<file path="config.mk">
export PLATFORM = sky130hd
export DESIGN_NAME = reflet_irq_ctrl_flat
export DESIGN_NICKNAME = d
export VERILOG_FILES = /design/src/rtl/reflet_irq_ctrl_pkg.sv /design/src/rtl/reflet_irq_ctrl_if.sv /design/src/rtl/reflet_irq_ctrl_line.sv /design/src/rtl/reflet_irq_ctrl.sv /design/src/flat_wrapper.sv
export SDC_FILE = /design/constraint.sdc
export NUM_CORES = 1
export LEC_CHECK = 0
export CAP_MARGIN = 40
export CORE_UTILIZATION = 55
export CTS_BUF_LIST = sky130_fd_sc_hd__clkbuf_8
export CTS_CLUSTER_DIAMETER = 150
export CTS_CLUSTER_SIZE = 14
export DETAILED_ROUTE_END_ITERATION = 10
export PLACE_DENSITY = 0.78
export SETUP_SLACK_MARGIN = 0.05
export SLEW_MARGIN = 20
export SYNTH_ARGS = -nofsm -noshare
export SYNTH_HDL_FRONTEND = slang
export SYNTH_SLANG_ARGS = --single-unit
</file>
<file path="constraint.sdc">
create_clock -name clk -period 6 [get_ports clk]
set_clock_uncertainty 0.1 [all_clocks]
set_input_delay 1.2 -clock clk [delete_from_list [all_inputs] [get_ports clk]]
set_output_delay 1.2 -clock clk [all_outputs]
set_load 0.01 [all_outputs]
</file>
<file path="src/rtl/reflet_irq_ctrl_pkg.sv">
// ---------------------------------------------------------------------------
// reflet_irq_ctrl_pkg
//   Shared definitions for the interrupt request controller:
//   - register select codes for the configuration port
//   - per-line FSM state type
//   - helper that formats one CLAIM nibble
// ---------------------------------------------------------------------------
package reflet_irq_ctrl_pkg;

  localparam int num_lines = 4;

  localparam logic [2:0] irq_reg_enable  = 3'd0;
  localparam logic [2:0] irq_reg_edge    = 3'd1;
  localparam logic [2:0] irq_reg_pending = 3'd2;
  localparam logic [2:0] irq_reg_route   = 3'd3;
  localparam logic [2:0] irq_reg_claim   = 3'd4;
  localparam logic [2:0] irq_reg_raw     = 3'd5;

  typedef enum logic [1:0] {
    irq_idle   = 2'd0,
    irq_req    = 2'd1,
    irq_active = 2'd2
  } line_state_e;

  // {active, src_id}; an idle line reads as all zeros.
  function automatic logic [3:0] claim_nibble(input logic busy, input logic [2:0] src);
    return busy ? {1'b1, src} : 4'h0;
  endfunction

endpackage

</file>
<file path="src/rtl/reflet_irq_ctrl_if.sv">
// ---------------------------------------------------------------------------
// reflet_irq_ctrl_if
//   CPU-side signals of the interrupt controller: the ack/eoi strobes from the
//   CPU interrupt unit and the word-wide configuration register port.
//
//   Handshake: every strobe (ack_valid, eoi_valid, cfg_we, cfg_re) is a
//   single-cycle valid pulse with no ready; the controller always accepts it
//   on the clock edge where it is high. The qualifier fields (ack_line,
//   eoi_line, cfg_addr, cfg_wdata) only matter while their strobe is high.
//   cfg_rdata is registered: it updates on the edge that samples cfg_re and
//   holds until the next read.
//
//   master: CPU / bus side      slave: reflet_irq_ctrl
// ---------------------------------------------------------------------------
interface reflet_irq_ctrl_if #(
  parameter int wordsize = 16
);
  logic                ack_valid;
  logic [1:0]          ack_line;
  logic                eoi_valid;
  logic [1:0]          eoi_line;
  logic [2:0]          cfg_addr;
  logic                cfg_we;
  logic                cfg_re;
  logic [wordsize-1:0] cfg_wdata;
  logic [wordsize-1:0] cfg_rdata;

  modport master (
    output ack_valid, ack_line, eoi_valid, eoi_line,
    output cfg_addr, cfg_we, cfg_re, cfg_wdata,
    input  cfg_rdata
  );

  modport slave (
    input  ack_valid, ack_line, eoi_valid, eoi_line,
    input  cfg_addr, cfg_we, cfg_re, cfg_wdata,
    output cfg_rdata
  );
endinterface

</file>
<file path="src/rtl/reflet_irq_ctrl_line.sv">
// ---------------------------------------------------------------------------
// reflet_irq_line
//   One CPU interrupt line: picks the lowest-index candidate source, raises
//   req until the CPU acknowledges, then holds the claim until end-of-interrupt.
//
//   Ports:
//     clk, reset   clock, async active-low reset
//     cand         sources eligible for this line (pending, enabled, routed
//                  here, not claimed by any line)
//     live         pending & enable for every source; a waiting claim is
//                  cancelled when its bit drops
//     ack, eoi     CPU ack / end-of-interrupt addressed to this line
//     req          registered request to the CPU (ext_int bit)
//     busy         line holds a claim (REQ or ACTIVE)
//     take         ack accepted this cycle (clears an edge source's pending)
//     src_id       claimed source index
//     state        FSM state, exported for observation
// ---------------------------------------------------------------------------
module reflet_irq_line
  import reflet_irq_ctrl_pkg::*;
#(
  parameter int nsrc = 8
) (
  input  logic            clk,
  input  logic            reset,
  input  logic [nsrc-1:0] cand,
  input  logic [nsrc-1:0] live,
  input  logic            ack,
  input  logic            eoi,
  output logic            req,
  output logic            busy,
  output logic            take,
  output logic [2:0]      src_id,
  output line_state_e     state
);

  logic [2:0] win_id;
  logic       win_any;
  logic [7:0] live_w;

  // Lowest index wins: scan downwards so the last hit is the smallest.
  always_comb begin
    win_id  = 3'd0;
    win_any = 1'b0;
    for (int i = nsrc - 1; i >= 0; i--) begin
      if (cand[i]) begin
        win_id  = 3'(i);
        win_any = 1'b1;
      end
    end
  end

  // Widen so a 3-bit src_id can always index it, whatever nsrc is.
  assign live_w = 8'(live);
  assign busy   = (state != irq_idle);
  assign take   = (state == irq_req) && ack;

  always_ff @(posedge clk or negedge reset) begin
    if (!reset) begin
      state  <= irq_idle;
      src_id <= 3'd0;
      req    <= 1'b0;
    end else begin
      case (state)
        irq_idle: begin
          if (win_any) begin
            state  <= irq_req;
            src_id <= win_id;
            req    <= 1'b1;
          end
        end
        irq_req: begin
          // Ack has priority over a cancel seen in the same cycle.
          if (ack) begin
            state <= irq_active;
            req   <= 1'b0;
          end else if (!live_w[src_id]) begin
            state <= irq_idle;
            req   <= 1'b0;
          end
        end
        irq_active: begin
          if (eoi) state <= irq_idle;
        end
        default: begin
          state <= irq_idle;
          req   <= 1'b0;
        end
      endcase
    end
  end

endmodule

</file>
<file path="src/rtl/reflet_irq_ctrl.sv">
// ---------------------------------------------------------------------------
// reflet_irq_ctrl
//   Interrupt request controller in front of the CPU's 4-line ext_int input.
//   Synchronises nsrc peripheral requests, keeps per-source pending state
//   (edge or level), routes each source to one of four lines and runs one
//   claim/ack/eoi FSM per line.
//
//   Ports:
//     clk             system clock, rising edge
//     reset           asynchronous active-low reset
//     src_irq         raw peripheral requests, asynchronous to clk
//     ext_int         registered requests to the CPU interrupt unit
//     dbg_line_state  2 bits per line, FSM state of each line
//     bus             ack/eoi strobes and configuration port (slave side)
//
//   Register map (upper bits read 0):
//     0 ENABLE  1 EDGE  2 PENDING (W1C, edge sources)  3 ROUTE (2 bits/src)
//     4 CLAIM (nibble k = {active, src_id} of line k)  5 RAW  6,7 zero
// ---------------------------------------------------------------------------
module reflet_irq_ctrl
  import reflet_irq_ctrl_pkg::*;
#(
  parameter int wordsize    = 16,
  parameter int nsrc        = 8,
  parameter int sync_stages = 2
) (
  input  logic                     clk,
  input  logic                     reset,
  input  logic [nsrc-1:0]          src_irq,
  output logic [3:0]               ext_int,
  output logic [2*num_lines-1:0]   dbg_line_state,
  reflet_irq_ctrl_if.slave         bus
);

  logic [sync_stages-1:0][nsrc-1:0] sync_pipe;
  logic [nsrc-1:0]   sync;
  logic [nsrc-1:0]   sync_d;
  logic [nsrc-1:0]   enable_q;
  logic [nsrc-1:0]   edge_q;
  logic [nsrc-1:0]   pending_q;
  logic [2*nsrc-1:0] route_q;

  logic [nsrc-1:0]   w1c;
  logic [nsrc-1:0]   edge_set;
  logic [nsrc-1:0]   ack_clr;
  logic [nsrc-1:0]   claimed;
  logic [nsrc-1:0]   live;
  logic [nsrc-1:0]   pending_nxt;
  logic [7:0]        claimed_w;
  logic [7:0]        ack_clr_w;

  logic [num_lines-1:0][nsrc-1:0] line_cand;
  logic [num_lines-1:0] line_req;
  logic [num_lines-1:0] line_busy;
  logic [num_lines-1:0] line_take;
  logic [num_lines-1:0] line_ack;
  logic [num_lines-1:0] line_eoi;
  logic [2:0]           line_src   [num_lines];
  line_state_e          line_state [num_lines];

  logic [wordsize-1:0] rd_word;

  // -------------------------------------------------------------------------
  // Synchronisers: stage 0 takes the raw input, the last stage is the
  // clean level. sync_d is one more delay for rising-edge detection.
  // -------------------------------------------------------------------------
  always_ff @(posedge clk or negedge reset) begin
    if (!reset) begin
      sync_pipe <= '0;
      sync_d    <= '0;
    end else begin
      sync_pipe <= {sync_pipe[sync_stages-2:0], src_irq};
      sync_d    <= sync;
    end
  end

  assign sync = sync_pipe[sync_stages-1];

  // -------------------------------------------------------------------------
  // Configuration registers
  // -------------------------------------------------------------------------
  always_ff @(posedge clk or negedge reset) begin
    if (!reset) begin
      enable_q <= '0;
      edge_q   <= '0;
      route_q  <= '0;
    end else if (bus.cfg_we) begin
      case (bus.cfg_addr)
        irq_reg_enable: enable_q <= bus.cfg_wdata[nsrc-1:0];
        irq_reg_edge:   edge_q   <= bus.cfg_wdata[nsrc-1:0];
        irq_reg_route:  route_q  <= bus.cfg_wdata[2*nsrc-1:0];
        default: ;
      endcase
    end
  end

  // -------------------------------------------------------------------------
  // Pending. Level sources simply follow the enabled synchronised level.
  // Edge sources latch a rising edge; W1C or the ack of their claim clears
  // them, and a new edge in the same cycle beats the clear.
  // -------------------------------------------------------------------------
  assign w1c      = (bus.cfg_we && bus.cfg_addr == irq_reg_pending)
                    ? bus.cfg_wdata[nsrc-1:0] : '0;
  assign edge_set = sync & ~sync_d & enable_q;

  assign pending_nxt = (edge_q & (edge_set | (pending_q & ~(w1c | ack_clr))))
                     | (~edge_q & sync & enable_q);

  always_ff @(posedge clk or negedge reset) begin
    if (!reset) pending_q <= '0;
    else        pending_q <= pending_nxt;
  end

  assign live = pending_q & enable_q;

  // Sources held by any line, and sources whose claim is acked this cycle.
  // A source rerouted while claimed stays excluded until its claim ends.
  always_comb begin
    claimed_w = 8'd0;
    ack_clr_w = 8'd0;
    for (int k = 0; k < num_lines; k++) begin
      if (line_busy[k]) claimed_w[line_src[k]] = 1'b1;
      if (line_take[k]) ack_clr_w[line_src[k]] = 1'b1;
    end
  end

  assign claimed = claimed_w[nsrc-1:0];
  assign ack_clr = ack_clr_w[nsrc-1:0];

  always_comb begin
    line_cand = '0;
    for (int k = 0; k < num_lines; k++) begin
      for (int i = 0; i < nsrc; i++) begin
        line_cand[k][i] = live[i] & ~claimed[i] & (route_q[2*i +: 2] == 2'(k));
      end
    end
  end

  // -------------------------------------------------------------------------
  // Per-line FSMs
  // -------------------------------------------------------------------------
  for (genvar k = 0; k < num_lines; k++) begin : g_line
    assign line_ack[k] = bus.ack_valid && (bus.ack_line == 2'(k));
    assign line_eoi[k] = bus.eoi_valid && (bus.eoi_line == 2'(k));

    reflet_irq_line #(
      .nsrc (nsrc)
    ) u_line (
      .clk    (clk),
      .reset  (reset),
      .cand   (line_cand[k]),
      .live   (live),
      .ack    (line_ack[k]),
      .eoi    (line_eoi[k]),
      .req    (line_req[k]),
      .busy   (line_busy[k]),
      .take   (line_take[k]),
      .src_id (line_src[k]),
      .state  (line_state[k])
    );

    assign dbg_line_state[2*k +: 2] = line_state[k];
  end

  assign ext_int = line_req;

  // -------------------------------------------------------------------------
  // Read-back, registered on cfg_re and held otherwise
  // -------------------------------------------------------------------------
  always_comb begin
    rd_word = '0;
    case (bus.cfg_addr)
      irq_reg_enable:  rd_word[nsrc-1:0]   = enable_q;
      irq_reg_edge:    rd_word[nsrc-1:0]   = edge_q;
      irq_reg_pending: rd_word[nsrc-1:0]   = pending_q;
      irq_reg_route:   rd_word[2*nsrc-1:0] = route_q;
      irq_reg_claim: begin
        for (int k = 0; k < num_lines; k++) begin
          rd_word[4*k +: 4] = claim_nibble(line_busy[k], line_src[k]);
        end
      end
      irq_reg_raw:     rd_word[nsrc-1:0]   = sync;
      default: ;
    endcase
  end

  always_ff @(posedge clk or negedge reset) begin
    if (!reset)          bus.cfg_rdata <= '0;
    else if (bus.cfg_re) bus.cfg_rdata <= rd_word;
  end

endmodule

</file>
<file path="src/flat_wrapper.sv">
// flat-port wrapper written by rule: the top's interface ports become plain ports
module reflet_irq_ctrl_flat import reflet_irq_ctrl_pkg::*;
#(
  parameter int wordsize    = 16,
  parameter int nsrc        = 8,
  parameter int sync_stages = 2
)
  (clk, reset, src_irq, ext_int, dbg_line_state, bus_ack_valid, bus_ack_line, bus_eoi_valid, bus_eoi_line, bus_cfg_addr, bus_cfg_we, bus_cfg_re, bus_cfg_wdata, bus_cfg_rdata);
  reflet_irq_ctrl_if #(.wordsize(wordsize)) bus_i ();
  input  logic clk;
  input  logic reset;
  input  logic [nsrc-1:0] src_irq;
  output logic [3:0] ext_int;
  output logic [2*num_lines-1:0] dbg_line_state;
  input wire logic [$bits(bus_i.ack_valid)-1:0] bus_ack_valid;
  input wire logic [$bits(bus_i.ack_line)-1:0] bus_ack_line;
  input wire logic [$bits(bus_i.eoi_valid)-1:0] bus_eoi_valid;
  input wire logic [$bits(bus_i.eoi_line)-1:0] bus_eoi_line;
  input wire logic [$bits(bus_i.cfg_addr)-1:0] bus_cfg_addr;
  input wire logic [$bits(bus_i.cfg_we)-1:0] bus_cfg_we;
  input wire logic [$bits(bus_i.cfg_re)-1:0] bus_cfg_re;
  input wire logic [$bits(bus_i.cfg_wdata)-1:0] bus_cfg_wdata;
  output wire logic [$bits(bus_i.cfg_rdata)-1:0] bus_cfg_rdata;
  assign bus_i.ack_valid = bus_ack_valid;
  assign bus_i.ack_line = bus_ack_line;
  assign bus_i.eoi_valid = bus_eoi_valid;
  assign bus_i.eoi_line = bus_eoi_line;
  assign bus_i.cfg_addr = bus_cfg_addr;
  assign bus_i.cfg_we = bus_cfg_we;
  assign bus_i.cfg_re = bus_cfg_re;
  assign bus_i.cfg_wdata = bus_cfg_wdata;
  assign bus_cfg_rdata = bus_i.cfg_rdata;
  reflet_irq_ctrl #(.wordsize(wordsize), .nsrc(nsrc), .sync_stages(sync_stages)) u_core (.clk(clk), .reset(reset), .src_irq(src_irq), .ext_int(ext_int), .dbg_line_state(dbg_line_state), .bus(bus_i));
endmodule
</file>
# [Word-level counts from Yosys, hierarchy flattened]
# Index checks and enable logic that the tools add are counted.
[word_totals] reg_bits=104 output_inout_bits=28 word_cells=336
[classes] n_lt_le_gt_ge=8 muxes=131 bitwise=71 n_reduce_logical=51 n_eq_ne=55
[op_table] operator="2-to-1 mux 3 bit" count=32
[op_table] operator="2-to-1 mux 8 bit" count=9
[op_table] operator="OR 8 bit" count=9
[op_table] operator="AND 8 bit" count=7
[op_table] operator="2-to-1 mux 1 bit" count=52
[op_table] operator="equality test 2 bit, second input constant" count=24
[op_table] operator="case mux 8 bit (6 select lines)" count=1
[op_table] operator="AND 1 bit" count=40
[op_table] operator="2-to-1 mux 2 bit" count=16
[op_table] operator="equality test 2 x 1 -> 1 bit, second input constant" count=14
[op_table] operator="logical NOT 2 bit" count=14
[op_table] operator="inverter 8 bit" count=3
[op_table] operator="case mux 2 bit (3 select lines)" count=4
[op_table] operator="AND reduction 3 bit" count=8
[op_table] operator="logical AND 1 bit" count=17
[op_table] operator="< comparator 3 x 4 -> 1 bit, second input constant" count=4
[op_table] operator="2-to-1 mux 4 bit" count=4
[op_table] operator="!= test 2 bit, second input constant" count=8
[op_table] operator="case mux 8 bit (2 select lines)" count=1
[op_table] operator="AND reduction 2 bit" count=7
[op_table] operator="binary-select mux 1 bit (select 3 bit)" count=4
[op_table] operator="demux 1 bit (select 3 bit)" count=4
[op_table] operator=">= comparator 3 x 1 -> 1 bit, second input constant" count=4
[op_table] operator="!= test 3 bit, second input constant" count=4
[op_table] operator="7 further kinds" count=26

# [Depth between registers and ports, before layout]
[logic_depth] depth_word=24 ltp_mapped=8

# [Hierarchy]
# Synthesis repeated with hierarchy kept, for this count alone.
[unflattened] hier_cells=607 area_unflattened_um2=6063.3
[by_module_without_submodules] module="reflet_irq_ctrl" cells_each=427 seq_area_each_um2=2001.9 instances=1 area_each_um2=4406.7
[by_module_without_submodules] module="reflet_irq_line" cells_each=45 seq_area_each_um2=150.1 instances=4 area_each_um2=414.1

# [Least setup slack after synthesis]
# No wires, ideal clock.
[synth_timing] path_type="input to register" from="input port bus_cfg_addr[1]" to="register u_core.route_q[0]" t_required_ns=5.775 path_buffers=2 arrival_time_ns=2.418 setup_slack_ns=3.358 cell_stages=6 path_cell_list="nor2b_1 and2_1 buf_2 nand2_1 buf_2 mux2_2"
[synth_between] elab_chain_len=2
[synth_rtl] element="from (decl)" line_no="flat_wrapper.sv:19" text="input wire logic [$bits(bus_i.cfg_addr)-1:0] bus_cfg_addr;"
[synth_rtl] element="equality test 3 x 2 -> 1 bit" line_no="reflet_irq_ctrl.sv:88" text="case (bus.cfg_addr)"
[synth_rtl] element="AND reduction 2 bit (no source line)"
[synth_rtl] element="to (signal assigned)" line_no="reflet_irq_ctrl.sv:91" text="irq_reg_route: route_q <= bus.cfg_wdata[2*nsrc-1:0];"
[synth_rtl] element="to (decl)" line_no="reflet_irq_ctrl.sv:41" text="logic [2*nsrc-1:0] route_q;"
# Every way passes these cells.
# A chain may end at the register's enable or synchronous reset.

# [Worst setup path after layout]
[layout_timing] from="input port bus_cfg_addr[2]" to="register u_core.route_q[5]"
# The elaborated chain is that of the path after synthesis.

==> metrics.yaml <==
critPathKind: "in2reg"
maxCapViolCount: 0
worstPathRequired_ps: 6200
first_global_vias: 5464
power-per-cell-area_nw_per_um2: 377
crit_fanout: 16
netlist_area_um2: 6380
htree_levels: 3
dieArea_um2: 12000
layout_commonest_cell: "dfrtp_1"
startpoint_type: "input pin"
row_count: 38
fmaxAchievable_mhz: 289
clock_tree.root_cell: "clkbuf_8"
nets: 726
first_iter_violations: 638
synth.top_cells.by_area: "dfrtp_1 41%, mux2_2 6.2%, nor2_1 3.2%"
syn_nets: 684
fin_ws_ps: 2550
synth_edf_count: 0
slowest_delay_ps: 690
hold_viol: 0
slew_viol_final: 0
design_area_um2: 7250
place_congestion: 1.03
drc: 0
cts_hold_buf: 0
vdd_ir_drop_max_uv: 335
maxSlewHeadroom: 0.445
drive_gt1_frac: 0.157
p_clk_frac: 0.174
wl_mm: 21.3
pre_cts_slack_ps: 2170
setup_violations: 0
synth.area.mux_share: 0.0949
ys_seq_elements: 104
cts_tree: "done"
leakage_uw: 0.00283
cp.arrival_ps: 3650
rsz0062_at_grt: "false"
seq_power_share: 0.443
core_um2: 11100
ys.flop_type: "dfrtp_1"
period_minus_slack_ps: 3450
final_cell_mix: "104 x dfrtp_1, 63 x clkdlybuf4s50_1, 55 x nor2_1"
post_cts_buffers: 0
yosysTopAreaCell: "dfrtp_1"
die_h_um: 110
synth_xor_area_frac: 0
dpl.hpwl_mm: 16.3
synth_top_area_frac: 0.408
ys_seq_area_frac: 0.408
intPower_uw: 1490
grt_usage: 0.373
cts_max_path_buffers: 2
postPlaceCellArea_um2: 7020
grt_max_degree: 59
status: "finished clean"
pwr-share-comb: 0.384
ant_nets: 0
ios: 65
viasPerCell: 6.92
detail_route.wl_per_cell_um: 25.6
synth_cell_types: 82
clk_pin_slew_ps: 120
p_switching_uw: 1250
ctsResizeCount: 0
clkSinkCount: 104
vias: 5775
min-delay-path-class: "reg2reg"
grt_pass1_wl_mm: 32.0
grt_overflow: 0
avgSynthCellArea_um2: 9.86
antenna_cells: 0
finalCritPeriodShare: 0.576
crit_path_cell_trace: "clkdlybuf4s50_1 > nor2b_1 > and2_1 > nand2_1 > mux2_2"
area_delta_synth_final_pct: 13.6
clock_latency_ps: 410
synth-simple-area-share: 0.211
worst_pin_slew_ps: 830
async_reset_ff_frac: 1.00
initial_core_util: 0.576
netlist_instances: 647
synthAdderAreaFrac: 0
antenna_found_initial: 0
numCtsBuffers: 9
synth_warnings: 0
die_x_um: 110
port_buffers: 64
crit_slowest_cell: "clkdlybuf4s50_1"
dr.pass1.iters: 5
setup_tns_ps: 0
switching_share: 0.455
cp-end-kind: "flop"
synth_compound_area_frac: 0.241
synth_top_family_by_area: "compound AO/OA/AOI/OAI gates"
finalPower_uw: 2730
-- final timing paths --
path / cells past startpoint / start / to / slack, ps
max: 5 / bus_cfg_addr[2] / u_core.route_q[5] / 2550
min: 0 / u_core.sync_pipe[1] / u_core.sync[1] / 260
max reg2reg: 6 / u_core.g_line[1].u_line.src_id[2] / u_core.g_line[2].u_line.src_id[0] / 2940
min reg2reg: 0 / u_core.sync_pipe[1] / u_core.sync[1] / 260
max in group asynchronous: 2 / reset / u_core.route_q[7] / 3940
min in group asynchronous: 1 / reset / u_core.pending_q[3] / 700
-- registers in the layout, indices dropped and copies added, names as in the netlist --
name                         flops
u_core.g_line.u_line.src_id     12
u_core.sync_d                    8
u_core.pending_q                 8
u_core.sync_pipe                 8
u_core.route_q                  16
u_core.sync                      8
u_core.edge_q                    8
u_core.bus.cfg_rdata            16
u_core.g_line.u_line.req         4
u_core.g_line.u_line.state       8
u_core.enable_q                  8
-- cell type report --
type	instances	area [µm²]
clock buffers	9	124
clock inverters	7	101
fillers	885	3830
inverters	22	82.6
multi-input cells	484	3490
flip-flops and latches	104	2600
well taps	140	175
repair buffers	68	673
-- power by group through the flow --
stage	sequential [µW]	clock (µW)	combinational, µW
2_1_floorplan	991	0	846
3_3_place_gp	1210	0	1010
3_5_place_dp	1210	0	1030
4_1_cts	1190	482	1030
5_1_grt	1230	508	1120
6_report	1210	475	1050
-- cell families (layout without fill, tap and decap cells) --
| group | count (synthesis) | count (layout) |
|---|---|---|
| muxes | 50 | 50 |
| DFF | 104 | 104 |
| AOI/OAI and AO/OA | 188 | 188 |
| buffers and inverters | 59 | 106 |
| and+or+nand+nor | 246 | 246 |
-- critical path: cells and delay by family --
kind                   cells  cell delay, ps
buffers and inverters      1             690
muxes                      1             440
and+or+nand+nor            3            1300
-- metrics by stage --
stage	cells	hold slack [ps]	util
CTS	834	265	0.654
finish	834	261	0.654
detailed placement	818	236	0.634
global placement	816	232	0.632
global route	834	272	0.654
floorplan	647	231	-
-- routing by layer --
layer | share of wire | GRT usage | routed length, µm | vias to the layer above
met1 | 0.39 | 0.478 | 8340 | 2809
met3 | 0.10 | 0.0830 | 2140 | 65
li1 | - | - | - | 2555
met2 | 0.46 | 0.595 | 9830 | 346
met5 | 0 | 0 | 0 | -
met4 | 0.047 | 0.188 | 1000 | 0
-- synth_stat cells (9+ instances only) --
| cell | n |
|---|---|
| clkbuf_1 | 12 |
| and3_1 | 9 |
| nand2_1 | 54 |
| buf_2 | 11 |
| dfrtp_1 | 104 |
| a21oi_1 | 28 |
| inv_1 | 21 |
| o21ai_0 | 15 |
| a31oi_1 | 11 |
| mux2_2 | 35 |
| nand3_1 | 18 |
| o2111ai_1 | 19 |
| nand2b_1 | 19 |
| nor3_1 | 29 |
| nor2_1 | 55 |
| nor2b_1 | 10 |
(Power assumes the default switching activity.)
